==> src/rtl/enc16_pkg.sv <==
// Shared constants, types and helpers for the 16-to-4 sequential encoder.
// Latency: n/a (package only).
// Backpressure: n/a (package only).
// Optional feature macro used by importers: ENC16_RR_EN (round-robin select).
package enc16_pkg;

    localparam int ENC_N = 16;
    localparam int ENC_W = 4;

    typedef logic [ENC_W-1:0] enc_code_t;
    typedef logic [ENC_N-1:0] enc_vec_t;

    // One-hot mask for a request index, used to retire the granted bit.
    function automatic enc_vec_t onehot16(input enc_code_t code);
        return enc_vec_t'(1) << code;
    endfunction

endpackage

==> src/rtl/prio_enc16.sv <==
// Find-first-set over 16 bits, scanning upward from a start offset (mod 16).
// Latency: purely combinational, 0 cycles.
// Backpressure: none, no handshake.
// Ports: vec (request set), start (scan origin, tie to 0 for fixed priority),
//        idx (first set index at or after start), any (vec non-zero).
module prio_enc16
    import enc16_pkg::*;
(
    input  logic [ENC_N-1:0] vec,
    input  logic [ENC_W-1:0] start,
    output logic [ENC_W-1:0] idx,
    output logic             any
);

    logic [2*ENC_N-1:0] dbl;
    logic [ENC_N-1:0]   rot;
    enc_code_t          off;

    always_comb begin
        // Rotate so that bit 'start' sits at position 0; lowest set bit of
        // the rotated vector is then the first hit of the circular scan.
        dbl = {vec, vec} >> start;
        rot = dbl[ENC_N-1:0];
        off = '0;
        for (int i = ENC_N - 1; i >= 0; i--) begin
            if (rot[i]) off = ENC_W'(i);
        end
        idx = off + start;   // 4-bit add wraps modulo 16
        any = |vec;
    end

endmodule

==> src/rtl/enc16_queue.sv <==
// Captures 16 request strobes into a pending set and emits them one at a time as 4-bit codes.
// Latency: req sampled at edge t is pending at t+1 and can be presented with code_valid at t+2.
// Backpressure: code_ready low holds code/code_valid; pending keeps accumulating, duplicates set sticky ovf.
// Ports: clk, rst (sync active-high), req[15:0] in; code[3:0], code_valid out; code_ready in;
//        pending[15:0], ovf out (debug/verification visibility).
// Build option: define ENC16_RR_EN for round-robin selection, otherwise lowest index wins.
module enc16_queue
    import enc16_pkg::*;
(
    input  logic             clk,
    input  logic             rst,
    input  logic [ENC_N-1:0] req,
    output logic [ENC_W-1:0] code,
    output logic             code_valid,
    input  logic             code_ready,
    output logic [ENC_N-1:0] pending,
    output logic             ovf
);

    enc_vec_t  pending_q, pending_d;
    enc_code_t code_q,    code_d;
    logic      valid_q,   valid_d;
    logic      ovf_q,     ovf_d;

    enc_code_t scan_start;
    enc_code_t sel;
    logic      any_pending;
    logic      fire;
    logic      free;
    logic      grant;
    enc_vec_t  gnt_mask;

`ifdef ENC16_RR_EN
    enc_code_t rr_q, rr_d;
    assign scan_start = rr_q;
`else
    assign scan_start = '0;
`endif

    prio_enc16 u_prio (
        .vec   (pending_q),
        .start (scan_start),
        .idx   (sel),
        .any   (any_pending)
    );

    always_comb begin
        fire     = valid_q & code_ready;
        free     = ~valid_q | fire;
        grant    = free & any_pending;
        gnt_mask = grant ? onehot16(sel) : '0;

        // A strobe on the bit being granted is a fresh request, so it is
        // re-posted without counting as a merge.
        pending_d = (pending_q & ~gnt_mask) | req;
        ovf_d     = ovf_q | (|(req & pending_q & ~gnt_mask));

        code_d  = code_q;
        valid_d = valid_q & ~fire;
        if (grant) begin
            code_d  = sel;
            valid_d = 1'b1;
        end
    end

`ifdef ENC16_RR_EN
    always_comb begin
        rr_d = rr_q;
        if (grant) rr_d = sel + 4'd1;
    end
`endif

    always_ff @(posedge clk) begin
        if (rst) begin
            pending_q <= '0;
            code_q    <= '0;
            valid_q   <= 1'b0;
            ovf_q     <= 1'b0;
        end else begin
            pending_q <= pending_d;
            code_q    <= code_d;
            valid_q   <= valid_d;
            ovf_q     <= ovf_d;
        end
    end

`ifdef ENC16_RR_EN
    always_ff @(posedge clk) begin
        if (rst) rr_q <= '0;
        else     rr_q <= rr_d;
    end
`endif

    assign code       = code_q;
    assign code_valid = valid_q;
    assign pending    = pending_q;
    assign ovf        = ovf_q;

endmodule

==> config.mk <==
export PLATFORM = sky130hd
export DESIGN_NAME = enc16_queue
export DESIGN_NICKNAME = d
export VERILOG_FILES = /design/src/rtl/enc16_pkg.sv /design/src/rtl/prio_enc16.sv /design/src/rtl/enc16_queue.sv
export SDC_FILE = /design/constraint.sdc
export NUM_CORES = 1
export LEC_CHECK = 0
export CAP_MARGIN = 0
export CORE_ASPECT_RATIO = 0.6
export CORE_MARGIN = 3
export CORE_UTILIZATION = 40
export CTS_CLUSTER_SIZE = 10
export DETAILED_ROUTE_END_ITERATION = 7
export PLACE_DENSITY = 0.83
export SETUP_SLACK_MARGIN = 0.1
export SLEW_MARGIN = 0
export SYNTH_ARGS = -nofsm -noshare
export SYNTH_HDL_FRONTEND = slang
export SYNTH_SLANG_ARGS = --single-unit
==> constraint.sdc <==
create_clock -name clk -period 1.7 [get_ports clk]
set_input_delay 0.34 -clock clk [delete_from_list [all_inputs] [get_ports clk]]
set_output_delay 0.34 -clock clk [all_outputs]
set_load 0.03 [all_outputs]
==> flow_metrics.tcl, run 1 <==
set metrics [dict create \
    max_stage_delay_ns 0.39 \
    clk_latency_ns 0.27 \
    start_util 0.448 \
    syn_avg_cell_area_um2 7.70 \
    tritoncts "built" \
    drc 0 \
    worstPathCellList "nor2_1, o31ai_1, a31oi_2, o211a_1, a311oi_1, and4_1, a41oi_2" \
    overflow 0 \
    drive_above_1_share 0.455 \
    num_antenna_cells 0 \
    fp.dieW_um 76.7 \
    path_max_fanout 5 \
    dr.pass1.iters 5 \
    clockBufferDepth 2 \
    async_flop_share 0 \
    slowest_stage "dfxtp_4" \
    syn_nets 175 \
    cap_violations 0 \
    report.final.slew_viol_count 0 \
    setup_violations 10 \
    status "finished, violations left" \
    clockRootBuffer "clkbuf_8" \
    worstPathArrival_ns 2.18 \
    tns_ns -0.984 \
    clkSlewWorstSetupHoldPaths_ns 0.08 \
    gp_congestion 0.956 \
    cts_buffers 3 \
    die_area_um2 3720 \
    grt_pass1_vias 1647 \
    syn_area_um2 1200 \
    yosys.cell_types.count 40 \
    irDropWorstVdd_v 0.000603 \
    r2r_start "pending[7]" \
    port_buffers 40 \
    yosysWarnings 0 \
    power_density_nw_per_um2 715 \
    grt_usage 0.264 \
    min_from "code[0]" \
    cts_hold_buf 0 \
    min_period_over_period 1.21 \
    max-slew-margin-rel 0.732 \
    violations "negative setup slack" \
    placementRows 14 \
    worst_pin_slew_ns 0.399 \
    die_h_um 48.4 \
    cts_sinks 22 \
    wl_per_cell_um 18.4 \
    required_ns 1.83 \
    dp_hpwl_um 3710 \
    p_leak_uw 0.00103 \
    total_power_uw 1660 \
    num_vias 1718 \
    vias_per_cell 5.82 \
    nets 275 \
    end_kind "flip-flop" \
    finalCriticalPeriod_ns 2.05 \
    rr_worst_depth 7 \
    syn2layout_area_growth_pct 93.5 \
    startpoint "pending[7]" \
    hold_viol 0 \
    io_pins 41 \
    synth_enable_flop_cells 0 \
    grt_pass1_wl_um 7750 \
    htreeDepth 1 \
    min_path_cells 2 \
    setup_slack_ns -0.350 \
    syn_inst 156 \
    rsz0062_at_grt "true" \
    post-route-util 0.867 \
    crit_path_start_kind "flip-flop" \
    synthFlopType "dfxtp_1" \
    ys_ff_latch 22 \
    hold_class "reg -> reg" \
    ant_nets 0 \
    antenna_found_initial 0 \
    fillers 134 \
    fmax_mhz 488 \
    skew_ns 0.00327 \
    grt_max_degree 23 \
    drt_iter0_markers 187 \
    wl_um 5420 \
    ys_seq_area_frac 0.367 \
    crit_type "reg -> reg" \
    coreArea_um2 2680 \
]
registers in the layout (all words and copies together), names as in the netlist:
name and count:
code_valid 1, code 4, pending 16, ovf 1
where the power goes:
| part | total, uW | switching, uW | internal, uW | leakage, uW |
|---|---|---|---|---|
| registers | 606 | 50.3 | 556 | 0.000188 |
| clock network | 384 | 177 | 207 | 0.0000288 |
| logic | 672 | 357 | 314 | 0.000815 |
final timing paths:
path	end	slack, ns
worst max-delay path	ovf	-0.35
worst min-delay path	code[0]	0.48
worst max register to register	ovf	-0.35
worst min register to register	code[0]	0.48
cells in the final DEF, fill, tap and decap left out, types with 2 or more instances in the layout:
cell             Yosys  routed
buf_4                0      56
nor2_1              30      28
dlygate4sd2_1        0      21
clkdlybuf4s50_1      0      18
a21oi_1             22      13
inv_1                9       9
a21oi_2              0       9
dfxtp_1             22       9
dfxtp_2              0       9
nand2_1              9       7
o21ai_2              1       5
nand3_1              6       5
clkbuf_8             0       4
dfxtp_4              0       4
buf_6                1       4
or3_1                3       3
o21ai_0              7       3
nor2b_1              2       2
o21ai_1              3       2
nor4_4               2       2
o31ai_2              0       2
a31oi_2              0       2
o211ai_1             2       2
nor3_1               3       2
o211a_1              2       2
a31oi_1              4       2
critical path: cells and delay by family (launching register included):
kind | cells | cell delay (ns)
and+or+nand+nor | 2 | 0.31
AOI/OAI and AO/OA | 5 | 1.22
DFF | 1 | 0.39
timing repair:
action,4_1_cts,5_1_grt
resized for setup,48,23
setup buffers,3,6
endpoints found under the hold margin,0,0
pin swaps,9,8
setup endpoints to repair,34,17
gates cloned,0,0
cell families after synthesis:
kind of cell | share of synthesized area
DFF | 0.367
buffers and inverters | 0.0510
and+or+nand+nor | 0.273
AOI/OAI and AO/OA | 0.309
cell usage after synthesis (all sizes together), types with 2 or more instances:
cell type	instances	share of area
a21oi	22	0.092
a31oi	4	0.021
buf	2	0.014
clkbuf	3	0.0094
dfxtp	22	0.37
inv	9	0.028
nand2	9	0.028
nand2b	2	0.010
nand3	7	0.033
nor2	30	0.094
nor2b	2	0.010
nor3	4	0.021
nor4	3	0.041
o211a	2	0.017
o211ai	2	0.012
o21ai	11	0.049
o31ai	3	0.019
or3	3	0.016
stage by stage:
stage          hold WS [ns]  cell area (um^2)  setup WS, ns  std cells
4_1_cts               0.477              2190        -0.298        289
2_1_floorplan         0.413              1230        -0.163        156
3_3_place_gp          0.451              2040        -0.530        282
3_5_place_dp          0.460              2040        -0.668        282
6_report              0.480              2320        -0.350        295
5_1_grt               0.508              2320        -0.424        295
per-layer routing:
| metal | vias up | global-route usage | wire, um |
|---|---|---|---|
| met5 | - | 0 | 0 |
| met4 | 0 | 0.111 | 193 |
| met3 | 22 | 0.0852 | 591 |
| met2 | 127 | 0.408 | 2380 |
| met1 | 796 | 0.338 | 2250 |
| li1 | 773 | - | - |
cell type report:
class | instances | area, um^2 | area share
repair buffers | 100 | 840 | 0.361
well taps | 40 | 50.0 | 0.0215
clock buffers | 4 | 55.1 | 0.0237
inverters | 9 | 33.8 | 0.0145
flip-flops and latches | 22 | 467 | 0.201
multi-input cells | 120 | 880 | 0.378
(Power assumes the default switching activity.)
==> inputs of run 2 (changes only) <==
- CORE_UTILIZATION: 40 -> 45
- CTS_BUF_LIST: default -> sky130_fd_sc_hd__clkbuf_16
- GPL_ROUTABILITY_DRIVEN: default -> 0
- PLACE_DENSITY: 0.83 -> 0.87
- clock period: 1.7 -> 2.1 ns (I/O delays scaled with it)
==> run 2 against run 1 <==
- the flow now finishes without violations
- die area decreased by 10%
- first-iteration DRC count increased by 11%
- register-to-register slack improved by 0.39 ns
- largest cell class unchanged
- critical path depth decreased by 1
- power decreased by 18%
- global-route usage increased by 4.1 points
- fmax decreased by 0.51%
- clock power increased by 3%
- setup slack improved by 0.39 ns
- combinational power decreased by 32%
==> flow_metrics.tcl, run 2 (synthesized netlist as in run 1, its figures left out) <==
set metrics [dict create \
    clockRootBuffer "clkbuf_16" \
    drc 0 \
    worstPathArrival_ns 2.18 \
    end_kind "flip-flop" \
    placementRows 13 \
    wl_per_cell_um 21.2 \
    hold_viol 0 \
    p_leak_uw 0.000783 \
    crit_path_start_kind "flip-flop" \
    htreeDepth 1 \
    nets 239 \
    skew_ns 0.00283 \
    crit_type "reg -> reg" \
    grt_max_degree 23 \
    wl_met3_um 627 \
    drt_iter0_markers 208 \
    largest_reg_flops 16 \
    drive_above_1_share 0.275 \
    die_area_um2 3350 \
    grt_pass1_vias 1529 \
    overflow 0 \
    tritoncts "built" \
    dr.pass1.iters 7 \
    grt_usage 0.304 \
    clk_latency_ns 0.25 \
    setup_violations 0 \
    status "completed" \
    final_cell_mix "clkdlybuf4s50_1 (40), nor2_1 (28), buf_4 (23), a21oi_1 (21), dfxtp_1 (15)" \
    max-slew-margin-rel 0.742 \
    cap_violations 0 \
    power_density_nw_per_um2 672 \
    final_common_cell "clkdlybuf4s50_1" \
    wl_um 5260 \
    cts_buffers 3 \
    port_buffers 40 \
    clockBufferDepth 2 \
    cts_hold_buf 0 \
    dr_wl_met2_um 2250 \
    grt_pass1_wl_um 7530 \
    finish.instance_area_um2 2020 \
    report.final.slew_viol_count 0 \
    syn2layout_area_growth_pct 68.3 \
    clkSlewWorstSetupHoldPaths_ns 0.06 \
    rsz0062_at_grt "true" \
    routed.top_layer "met4" \
    coreArea_um2 2340 \
    worst_pin_slew_ns 0.387 \
    dp_hpwl_um 3010 \
    m1WireLength_um 2150 \
    cts_sinks 22 \
    min_period_over_period 0.981 \
    die_h_um 46.0 \
    whs_ns 0.483 \
    start_util 0.513 \
    io_pins 41 \
    hold_class "reg -> reg" \
    path_max_fanout 6 \
    fmax_mhz 485 \
    ant_nets 0 \
    vias_per_cell 6.64 \
    num_antenna_cells 0 \
    finalCriticalPeriod_ns 2.06 \
    r2r_slack_ns 0.04 \
    required_ns 2.22 \
    placed_area_um2 1700 \
    irDropWorstVdd_v 0.000698 \
    fp.dieW_um 72.7 \
    num_vias 1646 \
    antenna_found_initial 0 \
]
==> run 2: cell count changes in the layout (fill, tap and decap cells not counted), sizes merged <==
cell / delta
buf: -36
clkbuf: -1
clkdlybuf4s50: +22
dlygate4sd2: -21
clkdlybuf4s15: -1
==> run 2: critical path: stages (launching register included) <==
cell	delay, ns
dfxtp_1	0.51
o21ai_1	0.18
a21oi_2	0.25
nor2_1	0.10
o311a_4	0.41
a2111oi_4	0.32
a41oi_1	0.15
==> run 2: path summary, 6_finish.rpt <==
path / from / end / depth (start not counted)
worst max-delay path: pending[13] / ovf / 6
worst min-delay path: code[0] / code[0] / 2
worst max register to register: pending[13] / ovf / 6
worst min register to register: code[0] / code[0] / 2
==> run 2: repair_timing <==
| action | in CTS | in global routing |
|---|---|---|
| pin swaps | 4 | 10 |
| setup endpoints to repair | 2 | 4 |
| cloned | 0 | 0 |
| resized for setup | 11 | 24 |
| buffers inserted | 4 | 8 |
==> run 2: stage by stage <==
stage / setup TNS [ns] / worst slack (ns) / instances / utilization / total power [uW]
3_3_place_gp: -0.259 / -0.172 / 233 / 0.727 / 847
3_5_place_dp: -0.642 / -0.283 / 233 / 0.727 / 858
6_report: 0 / 0.0390 / 248 / 0.863 / 1360
2_1_floorplan: 0 / 0.126 / 156 / - / 699
4_1_cts: 0 / 0.0996 / 240 / 0.793 / 1280
5_1_grt: -0.0461 / -0.0461 / 248 / 0.863 / 1400
==> run 2: report_power, final <==
part	internal (uW)	switching [uW]
combinational	202	254
sequential	451	54.9
clock	251	145
==> run 2: layout make-up <==
type / count / area (um^2)
flip-flops and latches: 22 / 452
inverters: 9 / 33.8
fillers: 110 / 320
repair buffers: 64 / 593
multi-input cells: 120 / 831
well taps: 30 / 37.5
clock buffers: 3 / 75.1
==> run 2: metal layers <==
layer,GRT usage,vias up
met5,0,-
met4,0.110,0
met3,0.112,39
met2,0.498,159
met1,0.371,752
li1,-,696
==> inputs of run 3 (changes only) <==
--- a/config.mk
+++ b/config.mk
@@ -16,2 +16,3 @@
 export PLACE_DENSITY = 0.87
+export RECOVER_POWER = 50
 export SETUP_SLACK_MARGIN = 0.1
==> constraint.sdc (replaced) <==
create_clock -name clk -period 2.1 [get_ports clk]
set_input_delay 0.525 -clock clk [delete_from_list [all_inputs] [get_ports clk]]
set_output_delay 0.525 -clock clk [all_outputs]
set_load 0.03 [all_outputs]
==> run 3 against run 2 <==
- the flow now finishes with violations (negative setup slack)
- setup slack lost 0.077 ns
- register-to-register slack lost 0.08 ns
- fmax shrank 3.6%
- first-iteration DRC count grew 24%
- non-clock buffer count shrank 8
- combinational power shrank 14%
- clock-buffer cell count is the same
==> flow_metrics.tcl, run 3 (synthesized netlist as in run 1, its figures left out) <==
set metrics [dict create \
    num_vias 1564 \
    grt_max_degree 23 \
    p_leak_uw 0.000758 \
    setup_violations 1 \
    status "finished, violations left" \
    cts_buffers 3 \
    crit_path_start_kind "flip-flop" \
    clk_latency_ns 0.26 \
    rr_worst_depth 7 \
    skew_ns 0.00298 \
    required_ns 2.23 \
    grt_pass1_wl_um 6870 \
    finalCriticalPeriod_ns 2.14 \
    ant_nets 0 \
    p_clk_frac 0.312 \
    hold_viol 0 \
    final_cell_mix "nor2_1 (30), clkdlybuf4s50_1 (29), a21oi_1 (21), dfxtp_1 (15), buf_4 (14)" \
    nets 231 \
    wl_met3_um 665 \
    die_area_um2 3350 \
    clkSlewWorstSetupHoldPaths_ns 0.06 \
    post-place-ws_ns -0.408 \
    start_util 0.513 \
    clockBufferDepth 2 \
    seqPwrFrac 0.389 \
    end_kind "flip-flop" \
    min_period_over_period 1.02 \
    hold_class "reg -> reg" \
    fmax_mhz 468 \
    largest_reg_flops 16 \
    grt_usage 0.278 \
    dr.pass1.iters 6 \
    worst_pin_slew_ns 0.517 \
    worstPathArrival_ns 2.26 \
    placementRows 13 \
    io_pins 41 \
    final_common_cell "nor2_1" \
    min_path_cells 2 \
    setup_slack_ns -0.0382 \
    whs_ns 0.481 \
    pwr-share-comb 0.299 \
    rsz0062_at_grt "true" \
    num_antenna_cells 0 \
    antenna_found_initial 0 \
    report.final.slew_viol_count 0 \
    power.internal_uw 868 \
    violations "negative setup slack" \
    crit_type "reg -> reg" \
    m1WireLength_um 1890 \
    path_max_fanout 5 \
    drt_iter0_markers 257 \
    wl_per_cell_um 20.0 \
    cap_violations 0 \
    fillers 163 \
    power_density_nw_per_um2 700 \
    grt_pass1_vias 1442 \
    routed.top_layer "met4" \
    wl_um 4800 \
    clockRootBuffer "clkbuf_16" \
    cts_sinks 22 \
    post-route-util 0.797 \
    drc 0 \
    syn2layout_area_growth_pct 55.4 \
    htreeDepth 1 \
    p_sw_uw 439 \
    cts_hold_buf 0 \
    switching_share 0.336 \
    vias_per_cell 6.52 \
    coreArea_um2 2340 \
    dr_wl_met2_um 2080 \
    die_h_um 46.0 \
    tritoncts "built" \
    irDropWorstVdd_v 0.000637 \
    r2r_slack_ns -0.04 \
    drive_above_1_share 0.205 \
    fp.dieW_um 72.7 \
    total_power_uw 1310 \
    max-slew-margin-rel 0.653 \
    port_buffers 40 \
    overflow 0 \
    dp_hpwl_um 3080 \
]
[run 3: final timing paths]
check	start	endpoint
min reg2reg	code[0]	code[0]
max	pending[15]	ovf
min	code[0]	code[0]
max reg2reg	pending[15]	ovf
[run 3: critical path, cell delays in order (launching register included)]
cell and delay (ns):
dfxtp_4 0.36, nor2b_4 0.13, o21ai_1 0.28, a21oi_2 0.16, o21ai_1 0.41, a31oi_1 0.23
a2111oi_4 0.28, a41oi_1 0.16
[run 3: routing by layer]
metal / GRT usage / up-vias
met1: 0.340 / 712
met5: 0 / -
li1: - / 679
met2: 0.448 / 144
met3: 0.101 / 29
met4: 0.110 / 0
[run 3: timing repair]
| action | in CTS | in global routing |
|---|---|---|
| setup buffers | 0 | 4 |
| gates resized for setup | 13 | 22 |
| pin swaps | 0 | 10 |
| setup endpoints to repair | 11 | 10 |
[run 3: stage by stage]
step | cells | TNS, ns | area (um^2)
detailed placement | 233 | -1.41 | 1700
CTS | 236 | 0 | 1790
finish | 240 | -0.0382 | 1870
global route | 240 | -0.0418 | 1870
global placement | 233 | -0.877 | 1700
floorplan | 156 | 0 | 1200
[run 3: power by group through the flow]
stage | logic [uW] | registers (uW) | clock network [uW]
2_1_floorplan | 146 | 553 | 0
3_3_place_gp | 343 | 504 | 0
3_5_place_dp | 352 | 507 | 0
4_1_cts | 357 | 499 | 409
5_1_grt | 413 | 512 | 421
6_report | 391 | 508 | 408
[run 3: final cells by class]
class                      instances  area (um^2)  share of cell area
tap                               30         37.5              0.0201
inverter                           9         33.8              0.0181
multi-input combinational        120          771               0.413
timing repair buffer              56          498               0.267
clock buffer                       3         75.1              0.0402
sequential                        22          452               0.242
